==> config.mk <==
export PLATFORM = sky130hd
export DESIGN_NAME = n1_ir_stack_flat
export DESIGN_NICKNAME = d
export VERILOG_FILES = /design/src/rtl/n1_ir_stack_if.sv /design/src/rtl/n1_ir_stack.sv /design/src/flat_wrapper.sv
export SDC_FILE = /design/constraint.sdc
export NUM_CORES = 1
export LEC_CHECK = 0
export ABC_AREA = 1
export BUFFER_PORTS_ARGS = -buffer_cell sky130_fd_sc_hd__buf_2
export CAP_MARGIN = 20
export CORE_MARGIN = 2
export CORE_UTILIZATION = 42
export DETAILED_ROUTE_END_ITERATION = 8
export GPL_TIMING_DRIVEN = 1
export PLACE_DENSITY_LB_ADDON = 0.2
export SYNTH_ARGS = -nofsm -noshare
export SYNTH_HDL_FRONTEND = slang
export SYNTH_SLANG_ARGS = --single-unit
==> constraint.sdc <==
create_clock -name clk_i -period 2.98 [get_ports clk_i]
set_input_delay 0.894 -clock clk_i [delete_from_list [all_inputs] [get_ports clk_i]]
set_output_delay 0.894 -clock clk_i [all_outputs]
set_load 0.02 [all_outputs]
==> src/rtl/n1_ir_stack_if.sv <==
// N1 instruction-register stack bus.
// Bundles the program-bus read data and the FC control strobes (driven by
// the FC side) with the IR/stash status returned by the IR stack.
//   master : FC side, drives pbus_dat_i and fc2ir_*, observes the status
//   slave  : IR stack, consumes the strobes, drives ir_o / stash_* / err_*
interface n1_ir_stack_if #(
  parameter int IR_WIDTH    = 16,
  parameter int STASH_DEPTH = 4
);
  localparam int LVL_W = $clog2(STASH_DEPTH + 1);

  logic [IR_WIDTH-1:0] pbus_dat_i;
  logic                fc2ir_capture_i;
  logic                fc2ir_stash_i;
  logic                fc2ir_expend_i;
  logic                fc2ir_force_eow_i;
  logic                fc2ir_force_0call_i;
  logic                fc2ir_force_call_i;
  logic                fc2ir_force_drop_i;
  logic                fc2ir_force_nop_i;
  logic                fc2ir_flush_i;
  logic                fc2ir_err_clr_i;

  logic [IR_WIDTH-1:0] ir_o;
  logic                ir_eow_o;
  logic [IR_WIDTH-1:0] stash_top_o;
  logic [LVL_W-1:0]    stash_lvl_o;
  logic                stash_empty_o;
  logic                stash_full_o;
  logic                err_ovf_o;
  logic                err_udf_o;

  modport master (
    output pbus_dat_i, fc2ir_capture_i, fc2ir_stash_i, fc2ir_expend_i,
           fc2ir_force_eow_i, fc2ir_force_0call_i, fc2ir_force_call_i,
           fc2ir_force_drop_i, fc2ir_force_nop_i, fc2ir_flush_i,
           fc2ir_err_clr_i,
    input  ir_o, ir_eow_o, stash_top_o, stash_lvl_o, stash_empty_o,
           stash_full_o, err_ovf_o, err_udf_o
  );

  modport slave (
    input  pbus_dat_i, fc2ir_capture_i, fc2ir_stash_i, fc2ir_expend_i,
           fc2ir_force_eow_i, fc2ir_force_0call_i, fc2ir_force_call_i,
           fc2ir_force_drop_i, fc2ir_force_nop_i, fc2ir_flush_i,
           fc2ir_err_clr_i,
    output ir_o, ir_eow_o, stash_top_o, stash_lvl_o, stash_empty_o,
           stash_full_o, err_ovf_o, err_udf_o
  );
endinterface

==> src/rtl/n1_ir_stack.sv <==
// N1 instruction register with a LIFO of stashed opcodes.
// Holds the current IR and up to STASH_DEPTH stashed opcodes; the only
// decode performed is the EOW flag. Sticky overflow/underflow flags record
// pushes while full and pops while empty.
//   clk_i      : clock, all state changes on the rising edge
//   sync_rst_i : synchronous reset, active high (stash storage not reset)
//   ir_bus     : n1_ir_stack_if.slave - program data, FC strobes, status
module n1_ir_stack #(
  parameter int                  IR_WIDTH    = 16,
  parameter int                  STASH_DEPTH = 4,
  parameter int                  EOW_BIT     = 15,
  parameter logic [IR_WIDTH-1:0] NOP_OPC     = 16'h8000,
  parameter logic [IR_WIDTH-1:0] DROP_OPC    = 16'h8400,
  parameter logic [IR_WIDTH-1:0] CALL_OPC    = 16'h4000,
  parameter logic [IR_WIDTH-1:0] ADR_MASK    = 16'h3FFF
) (
  input logic          clk_i,
  input logic          sync_rst_i,
  n1_ir_stack_if.slave ir_bus
);
  localparam int LVL_W = $clog2(STASH_DEPTH + 1);
  localparam int IDX_W = $clog2(STASH_DEPTH);

  logic [IR_WIDTH-1:0] ir_q, ir_d;
  logic [LVL_W-1:0]    level_q, level_d;
  logic                ovf_q, ovf_d;
  logic                udf_q, udf_d;
  logic [IR_WIDTH-1:0] mem_q [STASH_DEPTH];

  logic                empty, full;
  logic [IDX_W-1:0]    top_idx;
  logic [IR_WIDTH-1:0] top_val;
  logic                mem_we;
  logic [IDX_W-1:0]    mem_idx;

  logic stash, expend, flush;

  assign stash  = ir_bus.fc2ir_stash_i;
  assign expend = ir_bus.fc2ir_expend_i;
  assign flush  = ir_bus.fc2ir_flush_i;

  assign empty   = (level_q == '0);
  assign full    = (level_q == LVL_W'(STASH_DEPTH));
  // Only meaningful when not empty; top_val masks the empty case to zero.
  assign top_idx = IDX_W'(level_q - LVL_W'(1));
  assign top_val = empty ? '0 : mem_q[top_idx];

  // NOTE: every signal gets a default at the top of always_comb so no path
  // leaves it unassigned, which would otherwise infer a latch.
  always_comb begin
    ir_d    = ir_q;
    level_d = level_q;
    mem_we  = 1'b0;
    mem_idx = IDX_W'(level_q);

    // IR selection in priority order; a flushed or empty expend yields NOP.
    if (ir_bus.fc2ir_force_nop_i)        ir_d = NOP_OPC;
    else if (ir_bus.fc2ir_force_drop_i)  ir_d = DROP_OPC;
    else if (ir_bus.fc2ir_force_0call_i) ir_d = CALL_OPC;
    else if (ir_bus.fc2ir_force_call_i)  ir_d = CALL_OPC | (ir_bus.pbus_dat_i & ADR_MASK);
    else if (expend)                     ir_d = (flush || empty) ? NOP_OPC : top_val;
    else if (ir_bus.fc2ir_capture_i)     ir_d = ir_bus.pbus_dat_i;
    if (ir_bus.fc2ir_force_eow_i)        ir_d[EOW_BIT] = 1'b1;

    // Stash pointer/storage; a masked expend still pops.
    if (flush) begin
      level_d = '0;
    end else if (stash && expend) begin
      mem_we = 1'b1;
      if (empty) begin
        mem_idx = '0;
        level_d = LVL_W'(1);
      end else begin
        mem_idx = top_idx;
      end
    end else if (stash) begin
      if (!full) begin
        mem_we  = 1'b1;
        level_d = level_q + LVL_W'(1);
      end
    end else if (expend && !empty) begin
      level_d = level_q - LVL_W'(1);
    end

    // A fresh error in the clear cycle wins over the clear.
    ovf_d = (ovf_q & ~ir_bus.fc2ir_err_clr_i) | (stash & full & ~expend & ~flush);
    udf_d = (udf_q & ~ir_bus.fc2ir_err_clr_i) | (expend & empty & ~flush);
  end

  // NOTE: sequential state uses non-blocking assignments so every register
  // samples the pre-edge values regardless of statement order.
  always_ff @(posedge clk_i) begin
    if (sync_rst_i) begin
      ir_q    <= NOP_OPC;
      level_q <= '0;
      ovf_q   <= 1'b0;
      udf_q   <= 1'b0;
    end else begin
      ir_q    <= ir_d;
      level_q <= level_d;
      ovf_q   <= ovf_d;
      udf_q   <= udf_d;
    end
  end

  // NOTE: stash storage has no reset; the level counter alone defines which
  // entries are valid, so clearing the array would only cost reset fanout.
  always_ff @(posedge clk_i) begin
    if (mem_we && !sync_rst_i) mem_q[mem_idx] <= ir_bus.pbus_dat_i;
  end

  assign ir_bus.ir_o          = ir_q;
  assign ir_bus.ir_eow_o      = ir_q[EOW_BIT];
  assign ir_bus.stash_top_o   = top_val;
  assign ir_bus.stash_lvl_o   = level_q;
  assign ir_bus.stash_empty_o = empty;
  assign ir_bus.stash_full_o  = full;
  assign ir_bus.err_ovf_o     = ovf_q;
  assign ir_bus.err_udf_o     = udf_q;
endmodule

==> src/flat_wrapper.sv <==
// flat-port wrapper written by rule: the top's interface ports become plain ports
module n1_ir_stack_flat 
#(
  parameter int                  IR_WIDTH    = 16,
  parameter int                  STASH_DEPTH = 4,
  parameter int                  EOW_BIT     = 15,
  parameter logic [IR_WIDTH-1:0] NOP_OPC     = 16'h8000,
  parameter logic [IR_WIDTH-1:0] DROP_OPC    = 16'h8400,
  parameter logic [IR_WIDTH-1:0] CALL_OPC    = 16'h4000,
  parameter logic [IR_WIDTH-1:0] ADR_MASK    = 16'h3FFF
)
  (clk_i, sync_rst_i, ir_bus_pbus_dat_i, ir_bus_fc2ir_capture_i, ir_bus_fc2ir_stash_i, ir_bus_fc2ir_expend_i, ir_bus_fc2ir_force_eow_i, ir_bus_fc2ir_force_0call_i, ir_bus_fc2ir_force_call_i, ir_bus_fc2ir_force_drop_i, ir_bus_fc2ir_force_nop_i, ir_bus_fc2ir_flush_i, ir_bus_fc2ir_err_clr_i, ir_bus_ir_o, ir_bus_ir_eow_o, ir_bus_stash_top_o, ir_bus_stash_lvl_o, ir_bus_stash_empty_o, ir_bus_stash_full_o, ir_bus_err_ovf_o, ir_bus_err_udf_o);
  n1_ir_stack_if #(.IR_WIDTH(IR_WIDTH), .STASH_DEPTH(STASH_DEPTH)) ir_bus_i ();
  input logic clk_i;
  input logic sync_rst_i;
  input wire logic [$bits(ir_bus_i.pbus_dat_i)-1:0] ir_bus_pbus_dat_i;
  input wire logic [$bits(ir_bus_i.fc2ir_capture_i)-1:0] ir_bus_fc2ir_capture_i;
  input wire logic [$bits(ir_bus_i.fc2ir_stash_i)-1:0] ir_bus_fc2ir_stash_i;
  input wire logic [$bits(ir_bus_i.fc2ir_expend_i)-1:0] ir_bus_fc2ir_expend_i;
  input wire logic [$bits(ir_bus_i.fc2ir_force_eow_i)-1:0] ir_bus_fc2ir_force_eow_i;
  input wire logic [$bits(ir_bus_i.fc2ir_force_0call_i)-1:0] ir_bus_fc2ir_force_0call_i;
  input wire logic [$bits(ir_bus_i.fc2ir_force_call_i)-1:0] ir_bus_fc2ir_force_call_i;
  input wire logic [$bits(ir_bus_i.fc2ir_force_drop_i)-1:0] ir_bus_fc2ir_force_drop_i;
  input wire logic [$bits(ir_bus_i.fc2ir_force_nop_i)-1:0] ir_bus_fc2ir_force_nop_i;
  input wire logic [$bits(ir_bus_i.fc2ir_flush_i)-1:0] ir_bus_fc2ir_flush_i;
  input wire logic [$bits(ir_bus_i.fc2ir_err_clr_i)-1:0] ir_bus_fc2ir_err_clr_i;
  output wire logic [$bits(ir_bus_i.ir_o)-1:0] ir_bus_ir_o;
  output wire logic [$bits(ir_bus_i.ir_eow_o)-1:0] ir_bus_ir_eow_o;
  output wire logic [$bits(ir_bus_i.stash_top_o)-1:0] ir_bus_stash_top_o;
  output wire logic [$bits(ir_bus_i.stash_lvl_o)-1:0] ir_bus_stash_lvl_o;
  output wire logic [$bits(ir_bus_i.stash_empty_o)-1:0] ir_bus_stash_empty_o;
  output wire logic [$bits(ir_bus_i.stash_full_o)-1:0] ir_bus_stash_full_o;
  output wire logic [$bits(ir_bus_i.err_ovf_o)-1:0] ir_bus_err_ovf_o;
  output wire logic [$bits(ir_bus_i.err_udf_o)-1:0] ir_bus_err_udf_o;
  assign ir_bus_i.pbus_dat_i = ir_bus_pbus_dat_i;
  assign ir_bus_i.fc2ir_capture_i = ir_bus_fc2ir_capture_i;
  assign ir_bus_i.fc2ir_stash_i = ir_bus_fc2ir_stash_i;
  assign ir_bus_i.fc2ir_expend_i = ir_bus_fc2ir_expend_i;
  assign ir_bus_i.fc2ir_force_eow_i = ir_bus_fc2ir_force_eow_i;
  assign ir_bus_i.fc2ir_force_0call_i = ir_bus_fc2ir_force_0call_i;
  assign ir_bus_i.fc2ir_force_call_i = ir_bus_fc2ir_force_call_i;
  assign ir_bus_i.fc2ir_force_drop_i = ir_bus_fc2ir_force_drop_i;
  assign ir_bus_i.fc2ir_force_nop_i = ir_bus_fc2ir_force_nop_i;
  assign ir_bus_i.fc2ir_flush_i = ir_bus_fc2ir_flush_i;
  assign ir_bus_i.fc2ir_err_clr_i = ir_bus_fc2ir_err_clr_i;
  assign ir_bus_ir_o = ir_bus_i.ir_o;
  assign ir_bus_ir_eow_o = ir_bus_i.ir_eow_o;
  assign ir_bus_stash_top_o = ir_bus_i.stash_top_o;
  assign ir_bus_stash_lvl_o = ir_bus_i.stash_lvl_o;
  assign ir_bus_stash_empty_o = ir_bus_i.stash_empty_o;
  assign ir_bus_stash_full_o = ir_bus_i.stash_full_o;
  assign ir_bus_err_ovf_o = ir_bus_i.err_ovf_o;
  assign ir_bus_err_udf_o = ir_bus_i.err_udf_o;
  n1_ir_stack #(.IR_WIDTH(IR_WIDTH), .STASH_DEPTH(STASH_DEPTH), .EOW_BIT(EOW_BIT), .NOP_OPC(NOP_OPC), .DROP_OPC(DROP_OPC), .CALL_OPC(CALL_OPC), .ADR_MASK(ADR_MASK)) u_core (.clk_i(clk_i), .sync_rst_i(sync_rst_i), .ir_bus(ir_bus_i));
endmodule
==> flow_metrics.env <==
export IMPL_p_switching_w=0.0006416
export IMPL_arrival_ps=1990
export IMPL_hold_end="u_core.ir_bus.err_udf_o"
export IMPL_leakagePower_nw=1.945
export IMPL_clock_sinks=85
export IMPL_cp_start_kind="flop"
export IMPL_num_vias=2949
export IMPL_crit_buf_inv=4
export IMPL_totalWireLength_um=8794
export IMPL_swShare=0.2566
export IMPL_cpMostUsedCell="inv_1"
export IMPL_netlist_instances=398
export IMPL_gp_congestion=0.7812
export IMPL_reg2reg_from="u_core.ir_bus.stash_lvl_o[1]"
export IMPL_slew_violations=0
export IMPL_worstMarginPinSlew_ps=458.0
export IMPL_synth_distinct_cells=27
export IMPL_grt_pass1_wl_um=14060
export IMPL_grt_usage=0.1846
export IMPL_skew_ps=6.404
export IMPL_synth_area_um2=3822
export IMPL_yosys_warnings=0
export IMPL_grt_setup_unrepaired="false"
export IMPL_cp_max_fo=12
export IMPL_crit_start="u_core.ir_bus.stash_lvl_o[1]"
export IMPL_multi_input_area_um2=1259
export IMPL_worst_slack_ps=99.26
export IMPL_crit_path_end_kind="output pin"
export IMPL_status="completed"
export IMPL_cp_required_ps=2090
export IMPL_holdPathStages=2
export IMPL_min_delay_start="u_core.ir_bus.err_udf_o"
export IMPL_initialDrtViolationCount=102
export IMPL_rr_endpoint="u_core.mem_q[0][13]"
export IMPL_nNetsFinal=502
export IMPL_pin_count=68
export IMPL_hold_viol=0
export IMPL_cts_resized=0
export IMPL_fmax_mhz=347.1
export IMPL_p_clk_frac=0.357
export IMPL_vdd_drop_max_uv=240.6
export IMPL_path_cells="inv_1, ha_4, inv_1, buf_4, nor2_1, o21ai_0, a21oi_1, buf_2"
export IMPL_worstRegToRegCells=9
export IMPL_final_area_um2=4493
export IMPL_cts_hold_buf=0
export IMPL_max_slew_margin=0.6942
export IMPL_internal_power_w=0.001858
export IMPL_setup_viol=0
export IMPL_port_buffers=67
export IMPL_cpLargestDelayFamily="buffers and inverters"
export IMPL_fin_crit_ps=2881
export IMPL_fp_dieH_um=99.40
export IMPL_overflow=0
export IMPL_p_comb_frac=0.125
export IMPL_drtAntennaViolNets=0
export IMPL_viasPerCell=5.050
export IMPL_route_detailed_drc=0
export IMPL_hpwlAfterDp_um=5762
export IMPL_fill_cells=814
export IMPL_clkTransAtPathRegs_ps=90
export IMPL_seq_power_share=0.518
export IMPL_syn_area_per_cell_um2=9.604
export IMPL_synth_nets=429
export IMPL_post_cts_setup_buffers=0
export IMPL_layout_drive_gt1_share=0.2395
export IMPL_grt_pass1_vias=2761
export IMPL_pre_cts_ws_ps=413.1
export IMPL_maxCapViolCount=0
export IMPL_dieWidth_um=99.40
export IMPL_hp_class="reg2reg"
export IMPL_crit_type="reg2out"
export IMPL_dieArea_um2=9880
export IMPL_core_area_um2=8763
export IMPL_cts_made_buffers=9
export IMPL_rrSetupSlack_ps=690
export IMPL_slowest_delay_ps=360
export IMPL_regArea_um2=2344
export IMPL_p_total_w=0.002500
export IMPL_clock_latency_ps=350
export IMPL_rows=34
export IMPL_clockBufferDepth=2
export IMPL_post_drt_wl_per_cell_um=15.06
export IMPL_antenna_found_initial=0
export IMPL_synth_seq_cells=85
export IMPL_seq_area_frac_synth=0.6128
export IMPL_tns_ps=0
export IMPL_htreeDepth=3
export IMPL_ctsRootBufferMaster="clkbuf_8"
export IMPL_powerDensity_nw_per_um2=556.4
export IMPL_place_area_um2=4259
export IMPL_start_util=0.4362
export IMPL_cts_tree="yes"
export IMPL_grt_max_degree=37
export IMPL_n_antenna_cell=0
export IMPL_period_share=0.9667
export IMPL_drtPass1Iterations=4
export IMPL_slowest_stage="dfxtp_2"
export IMPL_area_growth_pct=17.55
## through the flow
stage          hold WS [ps]  std cells  utilization
6_report              464.1        584       0.5127
3_5_place_dp          455.6        568       0.4860
3_3_place_gp          451.2        568       0.4860
4_1_cts               469.6        584       0.5104
2_1_floorplan         534.0        398            -
5_1_grt               496.8        584       0.5127
## cells in the mapped netlist
| cell type | instances | area (um2) |
|---|---|---|
| nand2_1 | 124 | 465.5 |
| edfxtp_1 | 64 | 1922 |
| nor2_1 | 48 | 180.2 |
| a21oi_1 | 24 | 120.1 |
| o21ai_0 | 24 | 120.1 |
| dfxtp_1 | 21 | 420.4 |
| inv_1 | 18 | 67.56 |
| a31oi_1 | 13 | 81.33 |
| o21ai_1 | 10 | 50.05 |
| buf_4 | 7 | 52.55 |
| nand3_1 | 7 | 35.03 |
| buf_2 | 6 | 30.03 |
| inv_2 | 6 | 22.52 |
| buf_6 | 4 | 45.04 |
| ha_1 | 3 | 37.54 |
| o211ai_1 | 3 | 22.52 |
| o21bai_1 | 3 | 22.52 |
| inv_4 | 2 | 12.51 |
| nand2_2 | 2 | 12.51 |
| nor2_8 | 2 | 40.04 |
| clkbuf_1 | 1 | 3.750 |
| nand2_4 | 1 | 11.26 |
| nor2_4 | 1 | 11.26 |
| nor3_1 | 1 | 5.000 |
| nor3_4 | 1 | 16.27 |
| o21ai_2 | 1 | 8.760 |
| or2_2 | 1 | 6.260 |
## logic make-up (layout without fill, tap and decap cells)
group,Yosys count,in the layout,share of synthesized area
flip-flops,85,85,0.6128
buffers and inverters,44,122,0.06121
adder cells (fa/ha/maj),3,3,0.009821
AND/OR/NAND/NOR,188,188,0.2049
AO/OA/AOI/OAI,78,78,0.1113
## flip-flops by register name (all words and copies together) (netlist names)
signal and count:
u_core.mem_q 64, u_core.ir_bus.err_ovf_o 1, u_core.ir_bus.ir_o 16, u_core.ir_bus.err_udf_o 1, u_core.ir_bus.stash_lvl_o 3
## per-layer routing
layer,global-route usage,share of wire,up-vias,wire (um)
met5,0,0,-,0
met4,0.06955,0.015,0,136
met3,0.02952,0.049,12,434
met2,0.3067,0.48,81,4241
met1,0.2446,0.45,1376,3982
li1,-,-,1480,-
## cells in the final DEF, fill, tap and decap left out, types with 2 or more instances in the layout
cell / n
nor2_1: 48
ha_1: 2
clkinv_2: 2
edfxtp_1: 64
clkbuf_8: 9
inv_4: 2
nand2_2: 2
buf_4: 13
a21oi_1: 24
nor2_8: 2
dfxtp_1: 20
nand3_1: 7
o21ai_1: 10
o211ai_1: 3
inv_1: 18
nand2_1: 124
o21bai_1: 3
inv_2: 6
bufinv_16: 2
a31oi_1: 13
o21ai_0: 24
buf_2: 66
## worst min-delay path, cell delays in order, from the launching register on
cell	delay (ps)
dfxtp_1	320
nand2_1	60
a21oi_1	50
## cell type report
class                           count  share of cell area
Sequential cell                    85              0.5216
Multi-Input combinational cell    269              0.2801
Timing Repair Buffer               80             0.09774
Tap cell                          108             0.03008
Clock buffer                       10             0.02840
Inverter                           26             0.02283
Clock inverter                      6             0.01921
## power groups by stage
stage / clock network [W] / registers, W / logic, W
after CTS: 0.000901 / 0.00130 / 0.000312
after global placement: 0 / 0.00132 / 0.000308
after detailed placement: 0 / 0.00132 / 0.000310
after global routing: 0.000953 / 0.00130 / 0.000348
final: 0.000891 / 0.00130 / 0.000313
after floorplan: 0 / 0.00133 / 0.000195
## worst max path at each step
stage	end	slack, ps	cells past startpoint
4_1_cts	ir_bus_stash_top_o[14]	5	8
2_1_floorplan	ir_bus_stash_top_o[11]	60	8
6_report	ir_bus_stash_top_o[14]	100	8
3_5_place_dp	ir_bus_stash_top_o[2]	410	8
3_3_place_gp	ir_bus_stash_top_o[14]	470	8
5_1_grt	ir_bus_stash_top_o[14]	20	8
(Power assumes the default switching activity.)
